File: config.mk
export PLATFORM = sky130hd
export DESIGN_NAME = pacman_color_gen_flat
export DESIGN_NICKNAME = d
export VERILOG_FILES = /design/src/rtl/pacman_color_gen_if.sv /design/src/rtl/pacman_color_gen.sv /design/src/flat_wrapper.sv
export SDC_FILE = /design/constraint.sdc
export NUM_CORES = 1
export LEC_CHECK = 0
export CAP_MARGIN = 20
export CORE_MARGIN = 2
export CORE_UTILIZATION = 27
export CTS_BUF_LIST = sky130_fd_sc_hd__clkbuf_8 sky130_fd_sc_hd__clkbuf_16
export CTS_CLUSTER_DIAMETER = 120
export DETAILED_ROUTE_END_ITERATION = 10
export SLEW_MARGIN = 20
export SYNTH_ARGS = -nofsm -noshare
export SYNTH_HDL_FRONTEND = slang
export SYNTH_SLANG_ARGS = --single-unit
File: constraint.sdc
create_clock -name clk -period 2.97 [get_ports clk]
set_input_delay 0.594 -clock clk [delete_from_list [all_inputs] [get_ports clk]]
set_output_delay 0.594 -clock clk [all_outputs]
set_load 0.02 [all_outputs]
File: src/rtl/pacman_color_gen_if.sv
// pacman_color_gen_if: pixel, sprite, palette-write and RGB signals of the colour generator
interface pacman_color_gen_if #(
  parameter int NUM_SPRITES = 4,
  parameter int IDX_W = 4,
  parameter int CB = 3
);
  logic pix_valid;
  logic pix_active;
  logic frame_start;
  logic [IDX_W-1:0] bg_code;
  logic [NUM_SPRITES-1:0] spr_hit;
  logic [NUM_SPRITES*IDX_W-1:0] spr_code;
  logic [NUM_SPRITES-1:0] spr_fright;
  logic pal_we;
  logic [IDX_W-1:0] pal_addr;
  logic [3*CB-1:0] pal_data;
  logic rgb_valid;
  logic [CB-1:0] red;
  logic [CB-1:0] green;
  logic [CB-1:0] blue;
  logic blank;
  modport master (
    output pix_valid, pix_active, frame_start, bg_code, spr_hit, spr_code, spr_fright,
    output pal_we, pal_addr, pal_data,
    input rgb_valid, red, green, blue, blank
  );
  modport slave (
    input pix_valid, pix_active, frame_start, bg_code, spr_hit, spr_code, spr_fright,
    input pal_we, pal_addr, pal_data,
    output rgb_valid, red, green, blue, blank
  );
endinterface

File: src/rtl/pacman_color_gen.sv
// pacman_color_gen: sprite priority, frightened blink and palette lookup with 2-cycle registered RGB
module pacman_color_gen #(
  parameter int NUM_SPRITES = 4,
  parameter int IDX_W = 4,
  parameter int CB = 3,
  parameter int BLINK_FRAMES = 15,
  parameter logic [IDX_W-1:0] FRIGHT_IDX_A = 4'hC,
  parameter logic [IDX_W-1:0] FRIGHT_IDX_B = 4'hF
) (
  input logic clk,
  input logic rst,
  pacman_color_gen_if.slave b
);
  localparam int DEPTH = 1 << IDX_W;
  logic [3*CB-1:0] pal_q [DEPTH];
  logic [3*CB-1:0] pal_d [DEPTH];
  logic [7:0] cnt_q, cnt_d;
  logic phase_q, phase_d;
  logic s1_valid_q, s1_valid_d;
  logic s1_blank_q, s1_blank_d;
  logic [IDX_W-1:0] s1_idx_q, s1_idx_d;
  logic rgb_valid_q, rgb_valid_d;
  logic blank_q, blank_d;
  logic [3*CB-1:0] rgb_q, rgb_d;
  logic win, win_fright, wrap;
  logic [IDX_W-1:0] win_code, pix_idx;
  // lowest-numbered visible sprite wins; scanning downward lets lower indices overwrite higher ones
  always_comb begin
    win = 1'b0;
    win_fright = 1'b0;
    win_code = '0;
    for (int i = NUM_SPRITES - 1; i >= 0; i--)
      if (b.spr_hit[i] && b.spr_code[i*IDX_W +: IDX_W] != '0) begin
        win = 1'b1;
        win_fright = b.spr_fright[i];
        win_code = b.spr_code[i*IDX_W +: IDX_W];
      end
  end
  // stage 1 index select; blink phase is the value held before this edge
  always_comb begin
    pix_idx = !b.pix_active ? '0 : !win ? b.bg_code :
              win_fright ? (phase_q ? FRIGHT_IDX_B : FRIGHT_IDX_A) : win_code;
    s1_valid_d = b.pix_valid;
    s1_blank_d = b.pix_valid ? !b.pix_active : s1_blank_q;
    s1_idx_d = b.pix_valid ? pix_idx : s1_idx_q;
  end
  // stage 2 lookup reads the palette before any same-edge write lands
  always_comb begin
    rgb_valid_d = s1_valid_q;
    blank_d = s1_valid_q && s1_blank_q;
    rgb_d = (s1_valid_q && !s1_blank_q) ? pal_q[s1_idx_q] : '0;
  end
  // frame counter wraps at BLINK_FRAMES and flips the blink phase
  always_comb begin
    wrap = cnt_q == 8'(BLINK_FRAMES - 1);
    cnt_d = !b.frame_start ? cnt_q : wrap ? 8'd0 : cnt_q + 8'd1;
    phase_d = phase_q ^ (b.frame_start && wrap);
  end
  // palette write port
  always_comb begin
    pal_d = pal_q;
    if (b.pal_we) pal_d[b.pal_addr] = b.pal_data;
  end
  // state registers
  always_ff @(posedge clk) begin
    if (rst) begin
      pal_q <= '{default: '0};
      cnt_q <= '0;
      phase_q <= 1'b0;
      s1_valid_q <= 1'b0;
      s1_blank_q <= 1'b0;
      s1_idx_q <= '0;
      rgb_valid_q <= 1'b0;
      blank_q <= 1'b0;
      rgb_q <= '0;
    end else begin
      pal_q <= pal_d;
      cnt_q <= cnt_d;
      phase_q <= phase_d;
      s1_valid_q <= s1_valid_d;
      s1_blank_q <= s1_blank_d;
      s1_idx_q <= s1_idx_d;
      rgb_valid_q <= rgb_valid_d;
      blank_q <= blank_d;
      rgb_q <= rgb_d;
    end
  end
  assign b.rgb_valid = rgb_valid_q;
  assign b.blank = blank_q;
  assign b.red = rgb_q[3*CB-1 -: CB];
  assign b.green = rgb_q[2*CB-1 -: CB];
  assign b.blue = rgb_q[CB-1:0];
endmodule

File: src/flat_wrapper.sv
// flat-port wrapper written by rule: the top's interface ports become plain ports
module pacman_color_gen_flat 
#(
  parameter int NUM_SPRITES = 4,
  parameter int IDX_W = 4,
  parameter int CB = 3,
  parameter int BLINK_FRAMES = 15,
  parameter logic [IDX_W-1:0] FRIGHT_IDX_A = 4'hC,
  parameter logic [IDX_W-1:0] FRIGHT_IDX_B = 4'hF
)
  (clk, rst, b_pix_valid, b_pix_active, b_frame_start, b_bg_code, b_spr_hit, b_spr_code, b_spr_fright, b_pal_we, b_pal_addr, b_pal_data, b_rgb_valid, b_red, b_green, b_blue, b_blank);
  pacman_color_gen_if #(.NUM_SPRITES(NUM_SPRITES), .IDX_W(IDX_W), .CB(CB)) b_i ();
  input logic clk;
  input logic rst;
  input wire logic [$bits(b_i.pix_valid)-1:0] b_pix_valid;
  input wire logic [$bits(b_i.pix_active)-1:0] b_pix_active;
  input wire logic [$bits(b_i.frame_start)-1:0] b_frame_start;
  input wire logic [$bits(b_i.bg_code)-1:0] b_bg_code;
  input wire logic [$bits(b_i.spr_hit)-1:0] b_spr_hit;
  input wire logic [$bits(b_i.spr_code)-1:0] b_spr_code;
  input wire logic [$bits(b_i.spr_fright)-1:0] b_spr_fright;
  input wire logic [$bits(b_i.pal_we)-1:0] b_pal_we;
  input wire logic [$bits(b_i.pal_addr)-1:0] b_pal_addr;
  input wire logic [$bits(b_i.pal_data)-1:0] b_pal_data;
  output wire logic [$bits(b_i.rgb_valid)-1:0] b_rgb_valid;
  output wire logic [$bits(b_i.red)-1:0] b_red;
  output wire logic [$bits(b_i.green)-1:0] b_green;
  output wire logic [$bits(b_i.blue)-1:0] b_blue;
  output wire logic [$bits(b_i.blank)-1:0] b_blank;
  assign b_i.pix_valid = b_pix_valid;
  assign b_i.pix_active = b_pix_active;
  assign b_i.frame_start = b_frame_start;
  assign b_i.bg_code = b_bg_code;
  assign b_i.spr_hit = b_spr_hit;
  assign b_i.spr_code = b_spr_code;
  assign b_i.spr_fright = b_spr_fright;
  assign b_i.pal_we = b_pal_we;
  assign b_i.pal_addr = b_pal_addr;
  assign b_i.pal_data = b_pal_data;
  assign b_rgb_valid = b_i.rgb_valid;
  assign b_red = b_i.red;
  assign b_green = b_i.green;
  assign b_blue = b_i.blue;
  assign b_blank = b_i.blank;
  pacman_color_gen #(.NUM_SPRITES(NUM_SPRITES), .IDX_W(IDX_W), .CB(CB), .BLINK_FRAMES(BLINK_FRAMES), .FRIGHT_IDX_A(FRIGHT_IDX_A), .FRIGHT_IDX_B(FRIGHT_IDX_B)) u_core (.clk(clk), .rst(rst), .b(b_i));
endmodule
# Word-level counts from Yosys, hierarchy flattened
# Index checks and enable logic that the tools add are counted.
[totals] register_bits=170 input_bits=47 output_inout_bits=11 wordCells=71
[op_classes] addsub=1 n_lt_le_gt_ge=3 eq_ne=1 n_mux=23 bitwise_logic=4 n_reduce_logical=15
[op_table] cell="$bwmux W144" n=1
[op_table] cell="$bmux W9 S4" n=1
[op_table] cell="$demux W9 S4" n=1
[op_table] cell="$mux W4" n=7
[op_table] cell="$mux W9" n=3
[op_table] cell="$reduce_bool A4 Y1" n=4
[op_table] cell="$ge A5 B5 Y1 const B" n=2
[op_table] cell="$not A4 Y5" n=2
[op_table] cell="$add A8 B1 Y8 const B" n=1
[op_table] cell="$eq A8 B4 Y1 const B" n=1
[op_table] cell="$logic_and A1 B1 Y1" n=8
[op_table] cell="$mux W1" n=8
[op_table] cell="$mux W8" n=1
[op_table] cell="$lt A5 B1 Y1 const B" n=1
[op_table] cell="$logic_not A1 Y1" n=2
[op_table] cell="$mux W2" n=1
[op_table] cell="$reduce_or A2 Y1" n=1
[op_table] cell="$not A1 Y1" n=1
[op_table] cell="$xor A1 B1 Y1" n=1

# Depth between registers and ports, before layout
# Gate-level depths: netlist (run 1).
[logic_depth] ltp_word=9 mapped_depth=6

# Least setup slack after synthesis (run 1)
# OpenSTA, ideal clock, no wires.
[synth_timing] kind="input-to-reg" start="input b_spr_code[9]" end="register u_core.s1_idx_q[0]" t_arrival_ns=1.903 setup_slack_ns=0.945 stages=5 path_buffers=0 path_cell_list="o41ai_4 or3b_1 a21oi_2 a2bb2oi_2 o31ai_2"
[synth_via] elab_chain_len=8 elab_cells_between_ends=14
[synth_rtl] item="from (decl)" line="flat_wrapper.sv:20" text="input wire logic [$bits(b_i.spr_code)-1:0] b_spr_code;"
[synth_rtl] item="$reduce_bool A4 Y1 *" line="pacman_color_gen.sv:33" text="if (b.spr_hit[i] && b.spr_code[i*IDX_W +: IDX_W] != '0) begin"
[synth_rtl] item="$logic_and A1 B1 Y1 *" line="pacman_color_gen.sv:33"
[synth_rtl] item="$mux W4 / $mux W1 (equally long branches) (3 in a row)" line="pacman_color_gen.sv:33"
[synth_rtl] item="$mux W4" line="pacman_color_gen.sv:42" text="win_fright ? (phase_q ? FRIGHT_IDX_B : FRIGHT_IDX_A) : win_code;"
[synth_rtl] item="$mux W4 * (2 in a row)" line="pacman_color_gen.sv:41" text="pix_idx = !b.pix_active ? '0 : !win ? b.bg_code :"
[synth_rtl] item="to (signal assigned)" line="pacman_color_gen.sv:82" text="s1_idx_q <= s1_idx_d;"
[synth_rtl] item="to (decl)" line="pacman_color_gen.sv:21" text="logic [IDX_W-1:0] s1_idx_q, s1_idx_d;"
# Mark *: on every way between the ends. The rest lies on a longest branch, timed or not.
# A chain may end at the register's enable or synchronous reset.

# Worst setup path after layout (run 1)
# Ends and elaborated chain as after synthesis.

==> impl_metrics.ini, run 1 <==
[sta]
setup_violations = 0
timing.fmax_mhz = 441
drv_slew = 0
layout_min_cycle_time_ps = 2270
fin_ws_ps = 704
final-hold-violation-count = 0
rsz0062_at_grt = no
clock_skew_ps = 7.79
worst_slew_pin_slew_ps = 735
setup_tns_ps = 0
finalCritPeriodShare_pct = 76.3
slew_headroom_pct = 50.9

[clocking]
holdBufCountCts = 0
root_buffer = clkbuf_16
cts-htree-levels = 4
worstSkewPairLatency_ps = 430
clockBufferDepth = 2
cts_setup_buffers = 0
cts-resized-gates = 0
cts_buffers = 17
clkSlewWorstSetupHoldPaths_ps = 60
cts_num_sinks = 170
cts_tree = built

[synth]
ys.flop_type = dfxtp_1
async_flop_share_pct = 0
synth_edf_count = 0
synth_top_family_by_area = multiplexers
synthAdderAreaFrac_pct = 0.337
yosys.area_share.simple_pct = 13.4
syn-cell-area_mm2 = 0.00742
ys_warn_count = 0
syn_nets = 723
synthXorXnorAreaFrac_pct = 0.944
syn_inst = 674
ys_ff_latch = 170
synth_top_cell_by_area = dfxtp_1
synth_compound_area_share_pct = 3.46
synthDistinctLibCells = 43
avgSynthCellArea_um2 = 11.0
synth-seq-area-share_pct = 45.8
synth.top_cell.area_share_pct = 45.8
synthMuxAreaShare_pct = 33.1
synthTopCellsByArea = dfxtp_1 (46%), mux2i_1 (19%), mux4_2 (14%)

[power]
fin_total_pwr_uw = 4990
pwr_density_cell_mw_per_mm2 = 551
total_leakage_power_uw = 0.00344
peakVddDrop_mv = 0.291

[grt]
antenna_found_initial = 1
grt_use_total_pct = 13.1
grt_overflow_total = 0
grt_max_degree = 142
grt_pass1_wl_um = 28400
grt_pass1_vias = 5004

[run_status]
status = completed

[route]
dr.pass1.iters = 5
vias = 5092
ant_nets = 0
wirelength_um = 18300
drt_iter0_drc = 312
routed_via_density = 4.70
drc = 0
routedWlPerCell_um = 16.9

[critical_path]
cp_data_required_time_ps = 3280
cp.arrival_ps = 2580
crit_fanout = 6
worstSetupPathType = in2reg
startpoint_type = input port
end_kind = register

[layout]
utilization_pct = 33.6
postLayoutCellArea_mm2 = 0.00906
multi_input_area_mm2 = 0.00380
nFillCells = 2647
area_delta_synth_final_pct = 22.0
nets = 779
ff_latch_area_mm2 = 0.00341
final_common_cell = dfxtp_1
final_cell_mix = dfxtp_1 (168), nor2_1 (159), mux2i_1 (144), clkdlybuf4s50_1 (56), mux4_2 (45)
drive_above_1_share_pct = 16.2

[floorplan]
initial_core_util_pct = 27.5
die_y_um = 170
fp-row-count = 60
core_mm2 = 0.0270
pin_count = 58
dieArea_mm2 = 0.0288
die_w_um = 170

[flow_run]
drv_cap = 0

[placement]
io_buffers = 57
gp_congestion = 0.787
place_ws_ps = 271
dp_hpwl_um = 11600
placed_area_mm2 = 0.00845

[hold_path]
hold_class = in2reg
==> worst paths after layout <==
kind	startpoint	endpoint	slack, ps	cells after the start
min	rst	u_core.s1_blank_q$_SDFFE_PP0P_	450	2
max reg2reg	u_core.s1_idx_q[0]$_SDFFE_PP0P_	u_core.rgb_q[5]$_SDFF_PP0_	760	4
min reg2reg	u_core.rgb_valid_d$_SDFF_PP0_	u_core.b.rgb_valid$_SDFF_PP0_	480	1
max	b_spr_code[9]	u_core.s1_idx_q[0]$_SDFFE_PP0P_	700	6
==> metrics by stage <==
stage | std cells | hold WS [ps]
after floorplan | 674 | 438
after global placement | 1052 | 468
after detailed placement | 1052 | 472
after CTS | 1083 | 431
after global routing | 1084 | 452
final | 1084 | 452
==> layer usage <==
metal | routed length [µm] | up-vias | track usage, %
met5 | 0 | - | 0
met4 | 398 | 0 | 5.28
met3 | 681 | 19 | 2.49
met2 | 8610 | 88 | 20.4
met1 | 8620 | 2492 | 17.8
li1 | - | 2493 | -
==> cell usage after synthesis (2+ instances only) <==
| cell type | n |
|---|---|
| a211oi_1 | 2 |
| a21oi_1 | 2 |
| a32oi_1 | 2 |
| and2_1 | 2 |
| and3_1 | 2 |
| buf_2 | 5 |
| buf_6 | 4 |
| clkbuf_1 | 35 |
| dfxtp_1 | 170 |
| ha_1 | 2 |
| inv_1 | 4 |
| mux2i_1 | 144 |
| mux4_2 | 45 |
| nand2_1 | 13 |
| nand2b_1 | 9 |
| nand3_1 | 8 |
| nand3b_1 | 3 |
| nand4_1 | 3 |
| nor2_1 | 159 |
| nor2_2 | 9 |
| nor2b_1 | 11 |
| nor3_1 | 2 |
| o211ai_1 | 2 |
| o21ai_0 | 5 |
| o21ai_1 | 3 |
| o31ai_2 | 2 |
| o41ai_1 | 2 |
| o41ai_4 | 2 |
| or2_2 | 2 |
| xnor2_1 | 2 |
| xor2_1 | 6 |
==> where the power goes <==
| part | total (µW) | switching [µW] | internal, µW | leakage, µW |
|---|---|---|---|---|
| sequential | 2340 | 28.0 | 2310 | 0.00137 |
| clock | 2280 | 919 | 1360 | 0.000292 |
| combinational | 373 | 201 | 172 | 0.00178 |
| total | 4990 | 1150 | 3840 | 0.00344 |
==> state kept, by name, indices dropped and copies added, names as in the netlist <==
signal,flops
u_core.b.rgb_valid,1
u_core.cnt_q,8
u_core.s1_idx_q,4
u_core.rgb_q,9
u_core.s1_blank_q,1
u_core.rgb_valid_d,1
u_core.pal_q,144
u_core.phase_q,1
u_core.b.blank,1
==> cell type report <==
class,instances,area share [%]
antenna,1,0.0276
clock buffer,19,5.00
clock inverter,12,1.64
inverter,4,0.166
multi-input combinational,455,42.0
sequential,170,37.6
tap,341,4.71
timing repair buffer,82,8.90
==> cells by family (layout without fill, tap and decap cells) <==
logic type      count (synthesis)  count (layout)
simple gates                  228             228
buf+inv                        49             117
compound gates                 28              28
fa+ha+maj                       2               2
mux                           189             189
other cells                     0               1
xor+xnor                        8               8
flops                         170             170
==> worst max-delay path: stages <==
cell             delay [ps]
clkdlybuf4s50_1         490
o41ai_4                 490
or3b_1                  400
a21oi_2                 270
a2bb2oi_2               230
o31ai_2                 100
Note: power is estimated with default switching activity, not from simulation.
==> run 2: changes to the inputs <==
- clock period: 2.97 -> 2.35 ns (I/O delays scaled with it)
==> run 2 against run 1 <==
Against the previous run: cell area is 1.5% higher; via count is 1.5% higher; non-clock buffer count is 13 higher; sequential cell count stayed put; clock-buffer cell count is 2 lower; die area stayed put; sequential power is 26% higher; core utilization is 0.50 points higher; register-to-register slack worse by 430 ps; cell count is 1.2% higher; critical path type unchanged; highest routed layer unchanged.
==> impl_metrics.ini, run 2 (synthesis gave the netlist of run 1 again) <==
[clocking]
worstSkewPairLatency_ps = 430
root_buffer = clkbuf_16
cts-resized-gates = 0
clkSlewWorstSetupHoldPaths_ps = 70
clockBufferDepth = 2
cts_num_sinks = 170
cts-htree-levels = 4
cts_buffers = 17
cts_tree = built
cts_setup_buffers = 0
holdBufCountCts = 0

[floorplan]
core_mm2 = 0.0270
dieArea_mm2 = 0.0288
pin_count = 58
die_y_um = 170
initial_core_util_pct = 27.5
die_w_um = 170
fp-row-count = 60

[sta]
layout_min_cycle_time_ps = 2070
drv_slew = 0
slew_headroom_pct = 52.1
rsz0062_at_grt = no
setup_violations = 0
worst_slew_pin_slew_ps = 719
clock_skew_ps = 7.83
fin_ws_ps = 284
timing.fmax_mhz = 484
finalCritPeriodShare_pct = 87.9
final-hold-violation-count = 0
setup_tns_ps = 0

[route]
vias = 5168
wirelength_um = 18700
drt_iter0_drc = 389
routed_via_density = 4.71
ant_nets = 0
routedWlPerCell_um = 17.1
drc = 0
dr.pass1.iters = 5

[hold_path]
whs_path_depth = 2
holdPathEnd = u_core.s1_blank_q$_SDFFE_PP0P_
min_from = rst
hold_class = in2reg

[critical_path]
r2r_cells = 4
r2r-end = u_core.rgb_q[5]$_SDFF_PP0_
end_kind = register
cp_data_required_time_ps = 2650
r2r-start = u_core.s1_idx_q[0]$_SDFFE_PP0P_
cp_slowest_cell = o41ai_4
r2r_slack_ps = 330
crit_family = compound AO/OA/AOI/OAI gates
crit_fanout = 9
max_stage_delay_ps = 580
startpoint_type = input port
cp.arrival_ps = 2370
path_cells = clkdlybuf4s50_1 > o41ai_4 > or2_1 > nand3_1 > a2111oi_1 > o31ai_2
worstSetupPathType = in2reg
cp_num_buf_inv = 1
setup.worst_path.start = b_spr_code[0]

[power]
clkPwrFrac_pct = 44.2
p_int_uw = 4630
total_leakage_power_uw = 0.00350
switching_power_uw = 1550
peakVddDrop_mv = 0.451
netSwitchingFraction_pct = 25.1
pwr_density_cell_mw_per_mm2 = 673
seq_power_share_pct = 47.6
p_comb_share_pct = 8.1

[grt]
grt_overflow_total = 0
grt_pass1_vias = 5068
antenna_found_initial = 0
grt_use_total_pct = 13.3
grt_max_degree = 147
grt_pass1_wl_um = 29400

[layout]
largestRegisters = u_core.pal_q: 144 flops, u_core.rgb_q: 9 flops, u_core.cnt_q: 8 flops
final_common_cell = dfxtp_1
area_delta_synth_final_pct = 23.8
final_cell_mix = dfxtp_1 (168), nor2_1 (159), mux2i_1 (144), clkdlybuf4s50_1 (56), mux4_2 (45)
largest_reg_flops = 144
nets = 792
diodes = 0
postLayoutCellArea_mm2 = 0.00919
top_register = u_core.pal_q
drive_above_1_share_pct = 17.9
utilization_pct = 34.1

[placement]
placed_area_mm2 = 0.00863
dp_hpwl_um = 12000
place_ws_ps = -139
gp_congestion = 0.799
io_buffers = 57

[run_status]
status = completed

[flow_run]
drv_cap = 0
run 2: cell count changes in the layout (fill, tap and decap cells not counted):
| cell | before | now |
|---|---|---|
| clkinv_4 | 1 | 4 |
| clkbuf_8 | 2 | 0 |
| bufinv_16 | 3 | 1 |
| clkinv_2 | 3 | 2 |
| buf_4 | 22 | 29 |
| inv_1 | 5 | 4 |
| diode_2 | 1 | 0 |
| buf_12 | 4 | 10 |
| inv_6 | 1 | 5 |
run 2: area by class of cell:
class,count,area (µm²)
clock buffer,17,425
clock inverter,15,141
fill,2676,17800
inverter,4,15.0
multi-input combinational,455,3800
sequential,170,3410
tap,341,427
timing repair buffer,95,978
run 2: power groups by stage:
stage	Sequential (µW)	Combinational, µW	Clock (µW)
detailed placement	3010	504	0
global route	2950	543	2900
CTS	2950	505	2790
finish	2950	503	2740
global placement	3010	502	0
floorplan	3010	288	0
run 2: how the worst max path moves through the flow:
stage / cells after the start / to / slack, ps
2_1_floorplan: 5 / u_core.s1_idx_q[0]$_SDFFE_PP0P_ / 450
3_3_place_gp: 6 / u_core.s1_idx_q[0]$_SDFFE_PP0P_ / -60
5_1_grt: 6 / u_core.s1_idx_q[1]$_SDFFE_PP0P_ / 130
6_report: 6 / u_core.s1_idx_q[1]$_SDFFE_PP0P_ / 280
4_1_cts: 4 / u_core.rgb_q[5]$_SDFF_PP0_ / 300
3_5_place_dp: 6 / u_core.s1_idx_q[1]$_SDFFE_PP0P_ / -140
run 2: routing by layer:
layer	up-vias	GRT usage [%]	wire, µm
li1	2511	-	-
met1	2546	19.3	9340
met2	94	20.1	8550
met3	17	2.00	560
met4	0	4.57	294
met5	-	0	0
run 2: through the flow:
step                      power, µW  std cells  hold WS (ps)
after global placement         3510       1065           469
final                          6190       1097           286
after floorplan                3290        674           438
after CTS                      6250       1097           277
after global routing           6390       1097           291
after detailed placement       3520       1065           473
